`src/rtl/csi_pkg.sv`:
```
// Shared CSI-2 data-type codes and the packet sequencer state encoding.
package csi_pkg;

  localparam logic [5:0] CSI_DT_FS       = 6'h00;
  localparam logic [5:0] CSI_DT_FE       = 6'h01;
  localparam logic [5:0] CSI_DT_LS       = 6'h02;
  localparam logic [5:0] CSI_DT_LE       = 6'h03;
  localparam logic [5:0] CSI_DT_LONG_MIN = 6'h10;
  localparam logic [5:0] CSI_DT_RAW8     = 6'h2A;
  localparam logic [5:0] CSI_DT_RAW10    = 6'h2B;

  typedef enum logic [2:0] {
    IDLE,
    HDR1,
    PAYLOAD,
    CRC,
    WAIT_END
  } csi_state_e;

endpackage

```
`src/rtl/csi_header_decode.sv`:
```
// Classifies a CSI-2 packet header from its data type and word-count bytes.
// Purely combinational: zero latency, no backpressure.
module csi_header_decode
  import csi_pkg::*;
#(
  parameter logic [5:0] PIXEL_DT = CSI_DT_RAW10
) (
  input  logic [5:0]  dt,
  input  logic [7:0]  wc_lo,
  input  logic [7:0]  wc_hi,
  output logic        is_short,
  output logic        is_fs,
  output logic        is_fe,
  output logic        dt_match,
  output logic [15:0] wc
);

  assign is_short = (dt < CSI_DT_LONG_MIN);
  assign is_fs    = is_short && (dt == CSI_DT_FS);
  assign is_fe    = is_short && (dt == CSI_DT_FE);
  assign dt_match = (dt == PIXEL_DT);
  assign wc       = {wc_hi, wc_lo};

endmodule

```
`src/rtl/csi_packet_ctrl.sv`:
```
// CSI-2 packet sequencer: header parse, payload forwarding with CRC strip, frame/line tracking.
// 1-cycle registered output latency; no stall path, a beat offered while tready is low is lost and flagged.
module csi_packet_ctrl
  import csi_pkg::*;
#(
  parameter int         N_DATA_LANES = 2,
  parameter logic [5:0] PIXEL_DT     = CSI_DT_RAW10
) (
  input  logic                        rxbyteclkhs,
  input  logic                        rxbyteclkhs_reset,
  input  logic                        rxactivehs,
  input  logic [8*N_DATA_LANES-1:0]   word_in,
  input  logic                        word_valid,
  output logic                        m_axis_tvalid,
  output logic [8*N_DATA_LANES-1:0]   m_axis_tdata,
  output logic [N_DATA_LANES-1:0]     m_axis_tstrb,
  output logic                        m_axis_tlast,
  output logic                        m_axis_tuser,
  input  logic                        m_axis_tready,
  output logic                        in_frame,
  output logic [15:0]                 line_count,
  output logic                        err_overflow,
  output logic                        err_truncated,
  input  logic                        err_clear
);

  csi_state_e  state, state_nxt;
  logic [5:0]  dt_q;
  logic [7:0]  wc_lo_q;
  logic [15:0] rem;
  logic        fwd;
  logic        tuser_pend;

  logic        hdr_done, beat, trunc;
  logic        is_short, is_fs, is_fe, dt_match;
  logic [15:0] wc;
  logic        last_beat;
  logic [15:0] step;

  csi_header_decode #(.PIXEL_DT(PIXEL_DT)) u_hdr (
    .dt       (dt_q),
    .wc_lo    (wc_lo_q),
    .wc_hi    (word_in[7:0]),
    .is_short (is_short),
    .is_fs    (is_fs),
    .is_fe    (is_fe),
    .dt_match (dt_match),
    .wc       (wc)
  );

  assign last_beat = (rem <= 16'd2);
  assign step      = last_beat ? rem : 16'd2;

  // Truncation takes priority over a word arriving in the same cycle.
  always_comb begin
    state_nxt = state;
    hdr_done  = 1'b0;
    beat      = 1'b0;
    trunc     = 1'b0;
    case (state)
      IDLE:
        if (word_valid && rxactivehs) state_nxt = HDR1;
      HDR1:
        if (!rxactivehs) begin
          trunc     = 1'b1;
          state_nxt = IDLE;
        end else if (word_valid) begin
          hdr_done = 1'b1;
          if (is_short)          state_nxt = WAIT_END;
          else if (wc == 16'd0)  state_nxt = CRC;
          else                   state_nxt = PAYLOAD;
        end
      PAYLOAD:
        if (!rxactivehs) begin
          trunc     = 1'b1;
          state_nxt = IDLE;
        end else if (word_valid) begin
          beat = 1'b1;
          if (last_beat) state_nxt = CRC;
        end
      CRC:
        if (!rxactivehs) begin
          trunc     = 1'b1;
          state_nxt = IDLE;
        end else if (word_valid) begin
          state_nxt = WAIT_END;
        end
      WAIT_END:
        if (!rxactivehs) state_nxt = IDLE;
      default:
        state_nxt = IDLE;
    endcase
  end

  always_ff @(posedge rxbyteclkhs or posedge rxbyteclkhs_reset) begin
    if (rxbyteclkhs_reset) begin
      state         <= IDLE;
      dt_q          <= '0;
      wc_lo_q       <= '0;
      rem           <= '0;
      fwd           <= 1'b0;
      tuser_pend    <= 1'b0;
      m_axis_tvalid <= 1'b0;
      m_axis_tdata  <= '0;
      m_axis_tstrb  <= '0;
      m_axis_tlast  <= 1'b0;
      m_axis_tuser  <= 1'b0;
      in_frame      <= 1'b0;
      line_count    <= '0;
      err_overflow  <= 1'b0;
      err_truncated <= 1'b0;
    end else begin
      state         <= state_nxt;
      m_axis_tvalid <= 1'b0;
      m_axis_tlast  <= 1'b0;
      m_axis_tuser  <= 1'b0;

      if (state == IDLE && word_valid && rxactivehs) begin
        dt_q    <= word_in[5:0];
        wc_lo_q <= word_in[15:8];
      end

      if (hdr_done) begin
        rem <= wc;
        fwd <= !is_short && dt_match && in_frame;
        if (is_fs) begin
          in_frame   <= 1'b1;
          line_count <= '0;
          tuser_pend <= 1'b1;
        end
        if (is_fe) in_frame <= 1'b0;
      end

      if (beat) begin
        rem <= rem - step;
        if (fwd) begin
          m_axis_tvalid <= 1'b1;
          m_axis_tdata  <= word_in;
          m_axis_tstrb  <= (rem == 16'd1) ? 2'b01 : 2'b11;
          m_axis_tlast  <= last_beat;
          m_axis_tuser  <= tuser_pend;
          tuser_pend    <= 1'b0;
          if (last_beat && line_count != 16'hFFFF) line_count <= line_count + 16'd1;
        end
      end

      // A new error event in the same cycle as a clear leaves the flag set.
      err_overflow  <= (err_overflow && !err_clear) || (m_axis_tvalid && !m_axis_tready);
      err_truncated <= (err_truncated && !err_clear) || trunc;
    end
  end

endmodule

```
`config.mk`:
```
export PLATFORM = sky130hd
export DESIGN_NAME = csi_packet_ctrl
export DESIGN_NICKNAME = d
export VERILOG_FILES = /design/src/rtl/csi_pkg.sv /design/src/rtl/csi_header_decode.sv /design/src/rtl/csi_packet_ctrl.sv
export SDC_FILE = /design/constraint.sdc
export NUM_CORES = 1
export LEC_CHECK = 0
export ABC_AREA = 1
export BUFFER_PORTS_ARGS = -buffer_cell sky130_fd_sc_hd__buf_4
export CORE_ASPECT_RATIO = 0.75
export CORE_MARGIN = 2
export CORE_UTILIZATION = 59
export CTS_BUF_LIST = sky130_fd_sc_hd__clkbuf_8
export DETAILED_ROUTE_END_ITERATION = 8
export PLACE_DENSITY = 0.85
export SETUP_SLACK_MARGIN = 0.3
export SYNTH_ARGS = -nofsm -noshare
export SYNTH_HDL_FRONTEND = slang
export SYNTH_SLANG_ARGS = --single-unit
```
`constraint.sdc`:
```
create_clock -name rxbyteclkhs -period 2.6 [get_ports rxbyteclkhs]
set_input_delay 0.26 -clock rxbyteclkhs [delete_from_list [all_inputs] [get_ports rxbyteclkhs]]
set_output_delay 0.26 -clock rxbyteclkhs [all_outputs]
set_load 0.005 [all_outputs]
```
==> results of run 1 <==
## flip-flops by register name, indices dropped and copies added (netlist names), 2 cells and up
| name | flops |
|---|---|
| state | 3 |
| m_axis_tdata | 16 |
| wc_lo_q | 8 |
| rem | 16 |
| line_count | 16 |
| m_axis_tstrb | 2 |
| dt_q | 6 |
## final timing paths
kind | end | slack, ps | startpoint
setup / recovery | rem[14] | 510 | rem[12]
hold / removal | m_axis_tdata[13] | 110 | word_in[13]
setup reg to reg | rem[14] | 510 | rem[12]
hold reg to reg | m_axis_tdata[13] | 490 | m_axis_tdata[13]
max in group asynchronous | err_truncated | 1340 | rxbyteclkhs_reset
min in group asynchronous | line_count[9] | 480 | rxbyteclkhs_reset
## where the power goes
| part | switching, mW | internal (mW) | total, mW |
|---|---|---|---|
| sequential | 0.237 | 1.43 | 1.66 |
| clock | 0.467 | 0.452 | 0.919 |
| combinational | 0.698 | 0.365 | 1.06 |
| total | 1.40 | 2.24 | 3.65 |
## per-stage QoR
stage,util,setup slack [ps],instance area (um^2)
floorplan,-,430,4000
global placement,0.701,556,4520
detailed placement,0.701,471,4520
CTS,0.733,449,4730
global route,0.735,309,4740
finish,0.735,510,4740
## cells in the final DEF, fill, tap and decap left out, types with 6 or more instances in the layout
master    synthesis  layout
nand4_1          16      16
o22ai_1           6       6
nand3_1          37      37
inv_2             7       8
inv_1            71      71
o21ai_1          15      15
dfrtp_1          75      75
nor2_1           41      40
a21oi_1          15      15
buf_4             1      66
clkbuf_8          0       9
nand2_1         133     133
o21ai_0          22      22
## worst max-delay path, cell delays in order (launching register included)
cell and delay [ps]:
dfrtp_1 460, nor2_1 90, nand2_1 80, nor2_2 60, nand3_2 70, nand2_1 60
ha_1 250, nor2_2 240, nand3_1 240, nor2_1 150, nand2_1 60, nand3_1 80
o221ai_1 110
## cell type report
cell class / count / area, um^2 / share of cell area
well taps: 81 / 101 / 0.0214
multi-input cells: 344 / 1760 / 0.372
clock buffers: 9 / 124 / 0.0261
repair buffers: 67 / 505 / 0.107
clock inverters: 7 / 76.3 / 0.0161
flip-flops and latches: 75 / 1880 / 0.396
inverters: 78 / 293 / 0.0618
## layer usage
metal / up-vias / share of wire
met5: - / 0
met4: 0 / 0.0068
met3: 9 / 0.10
met2: 190 / 0.44
met1: 1808 / 0.45
li1: 1785 / -
## logic make-up (layout without fill, tap and decap cells)
| group | count (synthesis) | after routing | synth area share |
|---|---|---|---|
| DFF | 75 | 75 | 0.469 |
| and+or+nand+nor | 259 | 259 | 0.306 |
| AOI/OAI and AO/OA | 76 | 76 | 0.111 |
| xor gates and xnor gates | 6 | 6 | 0.0131 |
| adders and majority gates | 2 | 2 | 0.00625 |
| buffers and inverters | 93 | 161 | 0.0938 |
| other | 1 | 1 | 0.000937 |
## timing repair
| item | 4_1_cts | 5_1_grt |
|---|---|---|
| endpoints found under the hold margin | 20 | 0 |
| setup endpoints to repair | 0 | 8 |
| resized for setup | 0 | 2 |
| hold buffers | 1 | 0 |
==> reports/metrics.yaml, run 1 <==
synthesis:
  synth.area.top_cells: "dfrtp_1 47%, nand2_1 12%, inv_1 6.7%"
  ys.flop_type: "dfrtp_1"
  seq_area_frac_synth: 0.469
  yosysMostFrequentCell: "nand2_1"
  netlist_area_mm2: 0.00400
  synth_top_area_cell: "dfrtp_1"
  synth_warnings: 0
  synth_edf_count: 0
  synth.distinct_cells: 40
  synth_common_cells: "133 x nand2_1, 75 x dfrtp_1, 71 x inv_1"
  synth_fp_nets: 536
  ys_ff_latch: 75
  synth.top_cell.area_share: 0.469
  syn_inst: 512
  syn_avg_cell_area_um2: 7.82
  async_reset_ff_frac: 1.00
routing:
  wl_per_cell_um: 16.1
  via_per_inst: 5.74
  drtPass1Iterations: 5
  dr.first_iter.drc_count: 371
  drtAntennaViolNets: 0
  drcViolationCount: 0
  vias: 3792
  wirelength_um: 10700
global_route:
  grt_pass1_wl_um: 17600
  met3_usage: 0.0817
  grt_use_met2: 0.446
  met1_usage: 0.455
  antenna_found_initial: 0
  grt_pass1_vias: 3563
  gr-total-overflow: 0
  grt_max_degree: 32
  grt_util_all_layers: 0.303
  gr-max-usage-layer: "met1"
clocking:
  cts_setup_buffers: 0
  cts_tree: "yes"
  cts_buffer_depth: 2
  numClockSinks: 75
  clk_latency_ps: 350
  htree_levels: 3
  cts-root-buf: "clkbuf_8"
  path_clk_slew_ps: 90
  cts_buffers: 9
die:
  fp.dieH_um: 75.3
  io_pins: 62
  dieWidth_um: 99.1
  core_area_mm2: 0.00644
  initial_core_util: 0.621
  num_rows: 25
  dieArea_mm2: 0.00746
worst_setup_path:
  worst_ep_required_time_ps: 2810
  r2r_cells: 12
  crit_path_max_fanout: 6
  critPathKind: "reg -> reg"
  startpoint_type: "flop"
  critPathArrivalTime_ps: 2300
  worst_setup_path_end_kind: "flop"
sta:
  finalHoldViolCount: 0
  fmax_mhz: 478
  final.setup_skew_ps: 9.98
  setup-tns-final_ps: 0
  drv_slew: 0
  setup_viol: 0
  min_period_over_period: 0.804
  rsz0062_at_grt: "no"
  hold_ws_ps: 110
  fin_crit_ps: 2090
power:
  ir_drop_v: 0.000346
  p_leak_nw: 2.54
  p_per_area_mw_per_mm2: 770
  p_total_mw: 3.65
min_path:
  hold_depth: 3
  hp-class: "in -> reg"
finish:
  diodes: 0
  drive_gt1_frac: 0.197
  finalNonFillerCells: 661
  nFillCells: 491
  nNetsFinal: 599
  syn_to_final_growth_pct: 18.4
placement:
  port-buffer-count: 61
  dp_cells: 644
  dp_hpwl_um: 7610
  routabilityCongestion: 0.971
flow_run:
  drv_cap: 0
outcome:
  status: "complete, no violations"
Power figures use the tool's default switching activity.
==> run 2, diff against run 1 <==
Settings changed: CORE_UTILIZATION 59 to 53, PLACE_DENSITY 0.85 to 0.81.
Clock period 2.6 ns to 1.9 ns, I/O delays scaled along.
==> run 2 against run 1 <==
Effect of this change:
- clock skew is essentially flat
- critical path type unchanged
- critical path depth shrank 2
- sequential power grew 38%
- hold slack lost 87 ps
- cell area grew 21%
- largest cell class is now multi-input combinational cells
==> reports/metrics.yaml, run 2 (same netlist as run 1, synthesis figures left out) <==
die:
  io_pins: 62  # unchanged
  dieWidth_um: 104  # was 99.1 um
  core_area_mm2: 0.00733  # was 0.00644 mm^2
  dieArea_mm2: 0.00827  # was 0.00746 mm^2
  num_rows: 27  # was 25
  fp.dieH_um: 79.3  # was 75.3 um
  initial_core_util: 0.546  # was 0.621
global_route:
  gr-total-overflow: 0  # unchanged
  grt_pass1_wl_um: 19500  # was 17600 um
  grt_pass1_vias: 3900  # was 3563
  grt_max_degree: 29  # was 32
  antenna_found_initial: 0  # unchanged
  grt_util_all_layers: 0.303  # about the same
finish:
  final_common_cell: "nand2_1"  # unchanged
  final_util: 0.783  # was 0.735
  top_regs: "line_count x16, m_axis_tdata x16, rem x16"  # unchanged
  diodes: 0  # unchanged
  nFillCells: 443  # was 491
  finalNonFillerCells: 752  # was 661
  nNetsFinal: 670  # was 599
  syn_to_final_growth_pct: 43.4  # was 18.4%
  drive_gt1_frac: 0.367  # was 0.197
  layout_common_cells: "120 x nand2_1, 114 x buf_4, 71 x dfrtp_1"  # was 133 x nand2_1, 75 x dfrtp_1, 71 x inv_1
worst_setup_path:
  critPathArrivalTime_ps: 2130  # was 2300 ps
  critPathMaxStageDelay_ps: 420  # was 460 ps
  critPathKind: "reg -> reg"  # unchanged
  startpoint_type: "flop"  # unchanged
  path_cells: "nor2_2, nand2_2, nor2_4, buf_4, nand4_4, nor2_8, buf_6, nand4_1, nand2_1, inv_1"  # was nor2_1, nand2_1, nor2_2, nand3_2, nand2_1, ha_1, nor2_2, nand3_1, nor2_1, nand2_1, nand3_1, o221ai_1
  worst_setup_path_end_kind: "flop"  # unchanged
  crit_path_top_delay_cell: "dfrtp_1"  # unchanged
  worst_ep_required_time_ps: 2160  # was 2810 ps
  crit_path_max_fanout: 7  # was 6
  r2r-start: "rem[10]"  # was rem[12]
  worstSetupStartpoint: "rem[10]"  # was rem[12]
clocking:
  clk_latency_ps: 360  # was 350 ps
  cts_tree: "yes"  # unchanged
  htree_levels: 3  # unchanged
  cts-root-buf: "clkbuf_8"  # unchanged
  path_clk_slew_ps: 90  # about the same
  cts_buffer_depth: 2  # unchanged
  numClockSinks: 75  # unchanged
  cts_buffers: 9  # unchanged
min_path:
  min-delay-start: "word_in[14]"  # was word_in[13]
  hp-class: "in -> reg"  # unchanged
sta:
  finalHoldViolCount: 0  # unchanged
  setup-tns-final_ps: 0  # unchanged
  setup_viol: 0  # unchanged
  fmax_mhz: 536  # was 478 MHz
  tightest_slew_ps: 643
  slew_headroom: 0.570
  fin_crit_ps: 1870  # was 2090 ps
  drv_slew: 0  # unchanged
  min_period_over_period: 0.982  # was 0.804
  rsz0062_at_grt: "yes"  # was no
  final.setup_skew_ps: 10.0  # was 9.98 ps
routing:
  wirelength_um: 14600  # was 10700 um
  wl_per_cell_um: 19.4  # was 16.1 um
  drcViolationCount: 0  # unchanged
  drtPass1Iterations: 6  # was 5
  vias: 4552  # was 3792
  drtAntennaViolNets: 0  # unchanged
  via_per_inst: 6.05  # was 5.74
  dr.first_iter.drc_count: 557  # was 371
outcome:
  status: "complete, no violations"  # unchanged
power:
  ir_drop_v: 0.000542  # was 0.000346 V
  p_per_area_mw_per_mm2: 1100  # was 770 mW/mm^2
  p_leak_nw: 2.98  # was 2.54 nW
  p_total_mw: 6.28  # was 3.65 mW
placement:
  dp_hpwl_um: 8070  # was 7610 um
  port-buffer-count: 61  # unchanged
  dp_cells: 677  # was 644
  routabilityCongestion: 0.957  # was 0.971
flow_run:
  drv_cap: 0  # unchanged
-- run 2: path summary, 6_finish.rpt --
kind	to	slack [ps]	cells after the start
hold / removal	m_axis_tdata[14]	20	3
setup reg to reg	line_count[9]	30	10
min in group asynchronous	rem[13]	470	3
hold reg to reg	m_axis_tstrb[0]	490	1
setup / recovery	line_count[9]	30	10
max in group asynchronous	state[1]	820	4
-- run 2: area by class of cell --
class                           count  area (um^2)  area share
Clock inverter                      7         75.1      0.0131
Tap cell                          101          126      0.0220
Multi-Input combinational cell    344         2050       0.357
Inverter                           78          317      0.0552
Sequential cell                    75         1880       0.328
Timing Repair Buffer              138         1170       0.203
Clock buffer                        9          124      0.0216
-- run 2: routing by layer --
metal | track usage | wire (um)
met1 | 0.411 | 5610
met2 | 0.480 | 6570
met3 | 0.0706 | 1600
met4 | 0.107 | 812
met5 | 0 | 0
-- run 2: critical path, delay by kind of cell, from the launching register on --
kind | cells | cell delay [ps]
buffers and inverters | 3 | 360
flip-flops | 1 | 420
AND/OR/NAND/NOR | 7 | 990
-- run 2: per-stage QoR --
stage / setup WS (ps) / hold slack, ps / cell area, um^2
2_1_floorplan: 257 / 279 / 4040
6_report: 34.8 / 23.1 / 5740
3_3_place_gp: 118 / 299 / 4680
4_1_cts: 241 / 23.7 / 5270
5_1_grt: -24.1 / 13.7 / 5740
3_5_place_dp: -0.839 / 304 / 4680
-- run 2: timing repair --
| action | in CTS | in global routing |
|---|---|---|
| pin swaps | 16 | 30 |
| cloned | 0 | 1 |
| hold buffers | 2 | 0 |
| endpoints found under the hold margin | 24 | 0 |
| resized for setup | 36 | 68 |
| setup endpoints to repair | 36 | 39 |
| setup buffers | 32 | 24 |
-- run 2: power by group --
group          switching (mW)  internal (mW)
registers               0.337           1.96
logic                    1.55           1.15
clock network           0.680          0.616
